### src/rtl/rv32m_pkg.sv
`default_nettype none
// +----------------------------------------------------------------------+
// | Module   : rv32m_pkg                                                  |
// | Brief    : Shared RV32M types, constants and helpers (mul/div units)  |
// | Revision : 1.0 - initial release                                      |
// +----------------------------------------------------------------------+
package rv32m_pkg;

  localparam int XLEN = 32;

  // Encoding matches funct3[1:0] of DIV/DIVU/REM/REMU.
  typedef enum logic [1:0] {
    OP_DIV  = 2'b00,
    OP_DIVU = 2'b01,
    OP_REM  = 2'b10,
    OP_REMU = 2'b11
  } div_op_t;

  localparam logic [XLEN-1:0] DIV_BY_ZERO_Q = {XLEN{1'b1}};
  localparam logic [XLEN-1:0] INT_MIN       = {1'b1, {(XLEN-1){1'b0}}};

  function automatic logic [XLEN-1:0] abs_val(input logic [XLEN-1:0] v);
    return v[XLEN-1] ? -v : v;
  endfunction

  function automatic logic is_signed_op(input div_op_t op);
    return (op == OP_DIV) || (op == OP_REM);
  endfunction

  function automatic logic is_rem_op(input div_op_t op);
    return (op == OP_REM) || (op == OP_REMU);
  endfunction

endpackage
`default_nettype wire

### src/rtl/rv32m_divider_step.sv
`default_nettype none
// +----------------------------------------------------------------------+
// | Module   : divider_step                                               |
// | Brief    : One combinational restoring shift-subtract division step   |
// | Revision : 1.0 - initial release                                      |
// +----------------------------------------------------------------------+
module divider_step #(
  parameter int WIDTH = 32
) (
  input  logic [WIDTH-1:0] rem,
  input  logic [WIDTH-1:0] quo,
  input  logic [WIDTH-1:0] divisor,
  output logic [WIDTH-1:0] rem_next,
  output logic [WIDTH-1:0] quo_next
);

  logic [WIDTH:0] w_shifted;
  logic [WIDTH:0] w_trial;
  logic           w_fits;

  // rem < divisor always holds, so a wrapped (negative) trial sets bit WIDTH.
  assign w_shifted = {rem, quo[WIDTH-1]};
  assign w_trial   = w_shifted - {1'b0, divisor};
  assign w_fits    = ~w_trial[WIDTH];

  assign rem_next = w_fits ? w_trial[WIDTH-1:0] : w_shifted[WIDTH-1:0];
  assign quo_next = {quo[WIDTH-2:0], w_fits};

endmodule
`default_nettype wire

### src/rtl/rv32m_divider.sv
`default_nettype none
// +----------------------------------------------------------------------+
// | Module   : rv32m_divider                                              |
// | Brief    : Multi-cycle radix-2 restoring divider for DIV/DIVU/REM/REMU|
// | Revision : 1.0 - initial release                                      |
// +----------------------------------------------------------------------+
module rv32m_divider
  import rv32m_pkg::*;
#(
  parameter int WIDTH = XLEN
) (
  input  logic             clk,
  input  logic             rst,
  input  logic             start,
  input  logic [1:0]       op,
  input  logic [WIDTH-1:0] dividend,
  input  logic [WIDTH-1:0] divisor,
  output logic             busy,
  output logic             done,
  output logic [WIDTH-1:0] result
);

  localparam int             CW          = $clog2(WIDTH) + 1;
  localparam logic [CW-1:0]  c_last_step = CW'(WIDTH - 1);
  localparam logic [WIDTH-1:0] c_all_ones = {WIDTH{1'b1}};
  localparam logic [WIDTH-1:0] c_int_min  = {1'b1, {(WIDTH-1){1'b0}}};

  typedef enum logic [2:0] {
    S_IDLE  = 3'd0,
    S_PREP  = 3'd1,
    S_ITER  = 3'd2,
    S_FIXUP = 3'd3,
    S_DONE  = 3'd4
  } state_t;

  state_t           r_state;
  div_op_t          r_op;
  logic [WIDTH-1:0] r_dividend;
  logic [WIDTH-1:0] r_divisor;
  logic [WIDTH-1:0] r_rem;
  logic [WIDTH-1:0] r_quo;
  logic [CW-1:0]    r_cnt;
  logic             r_q_neg;
  logic             r_r_neg;

  div_op_t          w_op_in;
  logic             w_div_zero;
  logic             w_overflow;
  logic [WIDTH-1:0] w_special;
  logic             w_a_neg;
  logic             w_b_neg;
  logic [WIDTH-1:0] w_a_abs;
  logic [WIDTH-1:0] w_b_abs;
  logic [WIDTH-1:0] w_fixup;
  logic [WIDTH-1:0] w_rem_next;
  logic [WIDTH-1:0] w_quo_next;

  // Special cases are decided straight from the port values on start.
  assign w_op_in    = div_op_t'(op);
  assign w_div_zero = (divisor == '0);
  assign w_overflow = is_signed_op(w_op_in) && (dividend == c_int_min) &&
                      (divisor == c_all_ones);
  assign w_special  = w_div_zero ? (is_rem_op(w_op_in) ? dividend : c_all_ones)
                                 : (is_rem_op(w_op_in) ? '0 : c_int_min);

  assign w_a_neg = is_signed_op(r_op) & r_dividend[WIDTH-1];
  assign w_b_neg = is_signed_op(r_op) & r_divisor[WIDTH-1];
  assign w_a_abs = w_a_neg ? -r_dividend : r_dividend;
  assign w_b_abs = w_b_neg ? -r_divisor  : r_divisor;

  // Sign flags are only ever set for signed ops, so unsigned results pass through.
  assign w_fixup = is_rem_op(r_op) ? (r_r_neg ? -r_rem : r_rem)
                                   : (r_q_neg ? -r_quo : r_quo);

  divider_step #(
    .WIDTH (WIDTH)
  ) u_step (
    .rem      (r_rem),
    .quo      (r_quo),
    .divisor  (r_divisor),
    .rem_next (w_rem_next),
    .quo_next (w_quo_next)
  );

  always_ff @(posedge clk) begin
    if (rst) begin
      r_state    <= S_IDLE;
      r_op       <= OP_DIV;
      r_dividend <= '0;
      r_divisor  <= '0;
      r_rem      <= '0;
      r_quo      <= '0;
      r_cnt      <= '0;
      r_q_neg    <= 1'b0;
      r_r_neg    <= 1'b0;
      busy       <= 1'b0;
      done       <= 1'b0;
      result     <= '0;
    end else begin
      case (r_state)
        S_IDLE: begin
          done <= 1'b0;
          if (start) begin
            r_op       <= w_op_in;
            r_dividend <= dividend;
            r_divisor  <= divisor;
            busy       <= 1'b1;
            if (w_div_zero || w_overflow) begin
              result  <= w_special;
              done    <= 1'b1;
              r_state <= S_DONE;
            end else begin
              r_state <= S_PREP;
            end
          end
        end
        S_PREP: begin
          r_rem     <= '0;
          r_quo     <= w_a_abs;
          r_divisor <= w_b_abs;
          r_q_neg   <= w_a_neg ^ w_b_neg;
          r_r_neg   <= w_a_neg;
          r_cnt     <= '0;
          r_state   <= S_ITER;
        end
        S_ITER: begin
          r_rem <= w_rem_next;
          r_quo <= w_quo_next;
          r_cnt <= r_cnt + 1'b1;
          if (r_cnt == c_last_step) begin
            r_state <= S_FIXUP;
          end
        end
        S_FIXUP: begin
          result  <= w_fixup;
          done    <= 1'b1;
          r_state <= S_DONE;
        end
        S_DONE: begin
          done    <= 1'b0;
          busy    <= 1'b0;
          r_state <= S_IDLE;
        end
        default: begin
          done    <= 1'b0;
          busy    <= 1'b0;
          r_state <= S_IDLE;
        end
      endcase
    end
  end

endmodule
`default_nettype wire

### config.mk
export PLATFORM = sky130hd
export DESIGN_NAME = rv32m_divider
export DESIGN_NICKNAME = d
export VERILOG_FILES = /design/src/rtl/rv32m_pkg.sv /design/src/rtl/rv32m_divider_step.sv /design/src/rtl/rv32m_divider.sv
export SDC_FILE = /design/constraint.sdc
export NUM_CORES = 1
export LEC_CHECK = 0
export ABC_AREA = 1
export BUFFER_PORTS_ARGS = -buffer_cell sky130_fd_sc_hd__buf_2
export CORE_MARGIN = 10
export CORE_UTILIZATION = 61
export CTS_CLUSTER_SIZE = 8
export DETAILED_ROUTE_END_ITERATION = 10
export GPL_TIMING_DRIVEN = 0
export PLACE_DENSITY_LB_ADDON = 0.15
export SKIP_CTS_REPAIR_TIMING = 1
export SYNTH_ARGS = -nofsm -noshare
export SYNTH_HDL_FRONTEND = slang
export SYNTH_SLANG_ARGS = --single-unit
### constraint.sdc
create_clock -name clk -period 3.8 [get_ports clk]
set_input_delay 0.38 -clock clk [delete_from_list [all_inputs] [get_ports clk]]
set_output_delay 0.38 -clock clk [all_outputs]
set_load 0.03 [all_outputs]
==> impl_metrics.yaml <==
power:
  seq_power_share_pct: 23.5
  p_int_mw: 5.31
  finalPower_mw: 12.0
  p_leak_nw: 7.71
  p_clk_share_pct: 16.1
  share_comb_of_total_power_pct: 60.4
  switchingPower_mw: 6.65
  vdd_drop_max_v: 0.000394
  power_density_nw_per_um2: 779
  switching_share_pct: 55.6
routing:
  vias: 17425
  drc: 0
  dr.pass1.iters: 6
  ant_nets: 0
  routedWlPerCell_um: 20.2
  drt-total-wl_um: 57200
  drt_first_iter_violations: 2904
  via_per_inst: 6.17
sta:
  slew_violations: 0
  max_freq_mhz: 348
  fin_crit_ps: 2870
  tns_ps: 0
  period_share_pct: 75.7
  rsz0062_at_grt: "false"
  max-slew-margin-rel_pct: 34.9
  clock_skew_ps: 18.9
  tightest_slew_ps: 973
  final_hold_viol_count: 0
  setup_viol: 0
floorplanning:
  start_util_pct: 61.6
  coreArea_sq_um: 22500
  die_x_um: 171
  rows: 55
  ios: 103
  dieArea_sq_um: 29200
  die_y_um: 171
synth:
  ys_top_cells_by_area: "dfxtp_1, nand2_1, nand3_1"
  yosysUniqueCellTypes: 52
  synth_area_per_cell_sq_um: 5.76
  yosysTopAreaCellShare_pct: 25.3
  seq_area_frac_synth_pct: 25.3
  synth_edf_count: 0
  syn-num-nets: 2514
  synth.ff_latch_count: 175
  yosysTopAreaCell: "dfxtp_1"
  netlist_area_sq_um: 13900
  synthCells: 2407
  ys_warn_count: 0
  synthArstFlopShare_pct: 0
  ys.flop_type: "dfxtp_1"
layout:
  final_nets: 2634
  antennaDiodeCount: 0
  fill_cells: 2105
  drive_above_1_share_pct: 8.27
  regArea_sq_um: 3500
  syn_to_final_growth_pct: 10.8
  multiInputGateArea_sq_um: 8810
clock_network:
  cts_max_path_buffers: 2
  cts_tree: "built"
  cts_buffers: 17
  clkSlewWorstSetupHoldPaths_ps: 80
  htreeDepth: 4
  root_buffer: "clkbuf_16"
  cts.sinks: 175
  worstSkewPairLatency_ps: 460
global_routing:
  grt_pass1_vias: 15851
  gr-usage-all-layers_pct: 38.2
  antenna_found_initial: 0
  grt_pass1_wl_um: 86400
  overflow: 0
  grt_max_degree: 21
critical_path:
  worstSetupPathType: "flip-flop to flip-flop"
  critPathArrivalTime_ps: 3220
  cp_data_required_time_ps: 4150
  crit_fanout: 10
  crit_path_end_kind: "flip-flop"
  start_kind: "flip-flop"
placed_design:
  hpwl_um: 45700
  port_buffers: 101
  gp_congestion: 1.07
run:
  drv_cap: 0
outcome:
  status: "complete, no violations"
worst_hold_path:
  hold_path_class: "input pin to flip-flop"
==> per-stage QoR <==
step | std cells | setup WS, ps | hold WS (ps) | area, sq um | utilization (%)
3_3_place_gp | 2793 | 1120 | 452 | 14700 | 65.4
6_report | 2825 | 925 | 205 | 15400 | 68.2
4_1_cts | 2825 | 1050 | 204 | 15400 | 68.2
2_1_floorplan | 2407 | 1630 | 443 | 13900 | -
3_5_place_dp | 2793 | 1080 | 461 | 14700 | 65.4
5_1_grt | 2825 | 837 | 228 | 15400 | 68.2
==> flip-flops by register name, summed over array words and instances (netlist names), 2 cells and up <==
name,count
r_op,2
r_quo,32
r_divisor,32
result,32
r_state,3
r_dividend,32
r_rem,32
r_cnt,6
==> worst max-delay path, cell delays in order (launching register included) <==
cell and delay (ps):
dfxtp_1 420, inv_1 160, ha_1 250, fa_1 400, inv_1 70, nand2_1 40, nand2_1 110, nand3_1 110
nand2_2 130, nand2_1 70, nand2_2 100, nand2_2 90, nand2_2 90, nand2_2 70, nand2_4 90, buf_4 220
nand3_1 180, nand3_1 120, nand2_1 50
==> placed cells by master, fill, tap and decap left out, drive strengths merged, types with 4 or more instances in the layout <==
cell    count
nor3       22
inv       308
a31oi      29
nand2     705
clkinv      9
clkbuf     68
a211oi      8
nor2      309
dfxtp     175
buf       135
xnor2      12
o21ai     146
xor2       21
nand3     293
a21oi     148
nand4      35
ha         37
o211ai     10
nand3b      8
a21o        4
o21bai     11
or2         5
o22ai      23
==> area by class of cell <==
cell class | count | share of cell area (%)
repair buffers | 101 | 3.29
clock inverters | 15 | 1.35
plain buffers | 85 | 2.65
clock buffers | 17 | 2.77
flip-flops and latches | 175 | 22.8
multi-input cells | 1844 | 57.4
well taps | 285 | 2.32
inverters | 303 | 7.42
==> final timing paths <==
check                                  start        endpoint  slack [ps]  cells past startpoint
worst max-delay path               r_quo[31]       r_rem[19]         930                     18
worst min-delay path            dividend[25]  r_dividend[25]         210                      3
worst max register to register     r_quo[31]       r_rem[19]         930                     18
worst min register to register          busy            busy         470                      2
==> per-layer routing <==
layer  up-vias  track usage (%)  routed length [um]
met3       237             9.82                7700
met2      1333             57.3               24200
met5         -                0                   0
met1      7783             48.2               21800
met4         0             22.8                3550
li1       8072                -                   -
==> synthesized netlist by cell type, drive strengths merged (10+ instances only) <==
| library cell | count |
|---|---|
| clkbuf | 51 |
| dfxtp | 175 |
| nor3 | 22 |
| buf | 34 |
| o21ai | 146 |
| a21oi | 148 |
| o22ai | 23 |
| o211ai | 10 |
| xor2 | 21 |
| nand4 | 35 |
| nand3 | 293 |
| xnor2 | 12 |
| o21bai | 11 |
| a31oi | 29 |
| inv | 300 |
| ha | 37 |
| nor2 | 309 |
| nand2 | 705 |
==> power by group through the flow <==
stage,registers [mW],clock network (mW),logic (mW)
after floorplan,2.87,0,4.75
after global routing,2.84,1.98,7.88
after detailed placement,2.80,0,6.90
final,2.81,1.92,7.22
after CTS,2.77,1.89,6.95
after global placement,2.79,0,6.80
==> logic make-up (layout without fill, tap and decap cells) <==
group                      Yosys count  count (layout)  share of synthesized area, %
DFF                                175             175                          25.3
AOI/OAI and AO/OA                  390             390                          15.6
xor gates and xnor gates            33              33                          2.09
buffers and inverters              388             521                          11.2
and+or+nand+nor                   1383            1383                          42.4
adders and majority gates           38              38                          3.48
Power figures use the tool's default switching activity.
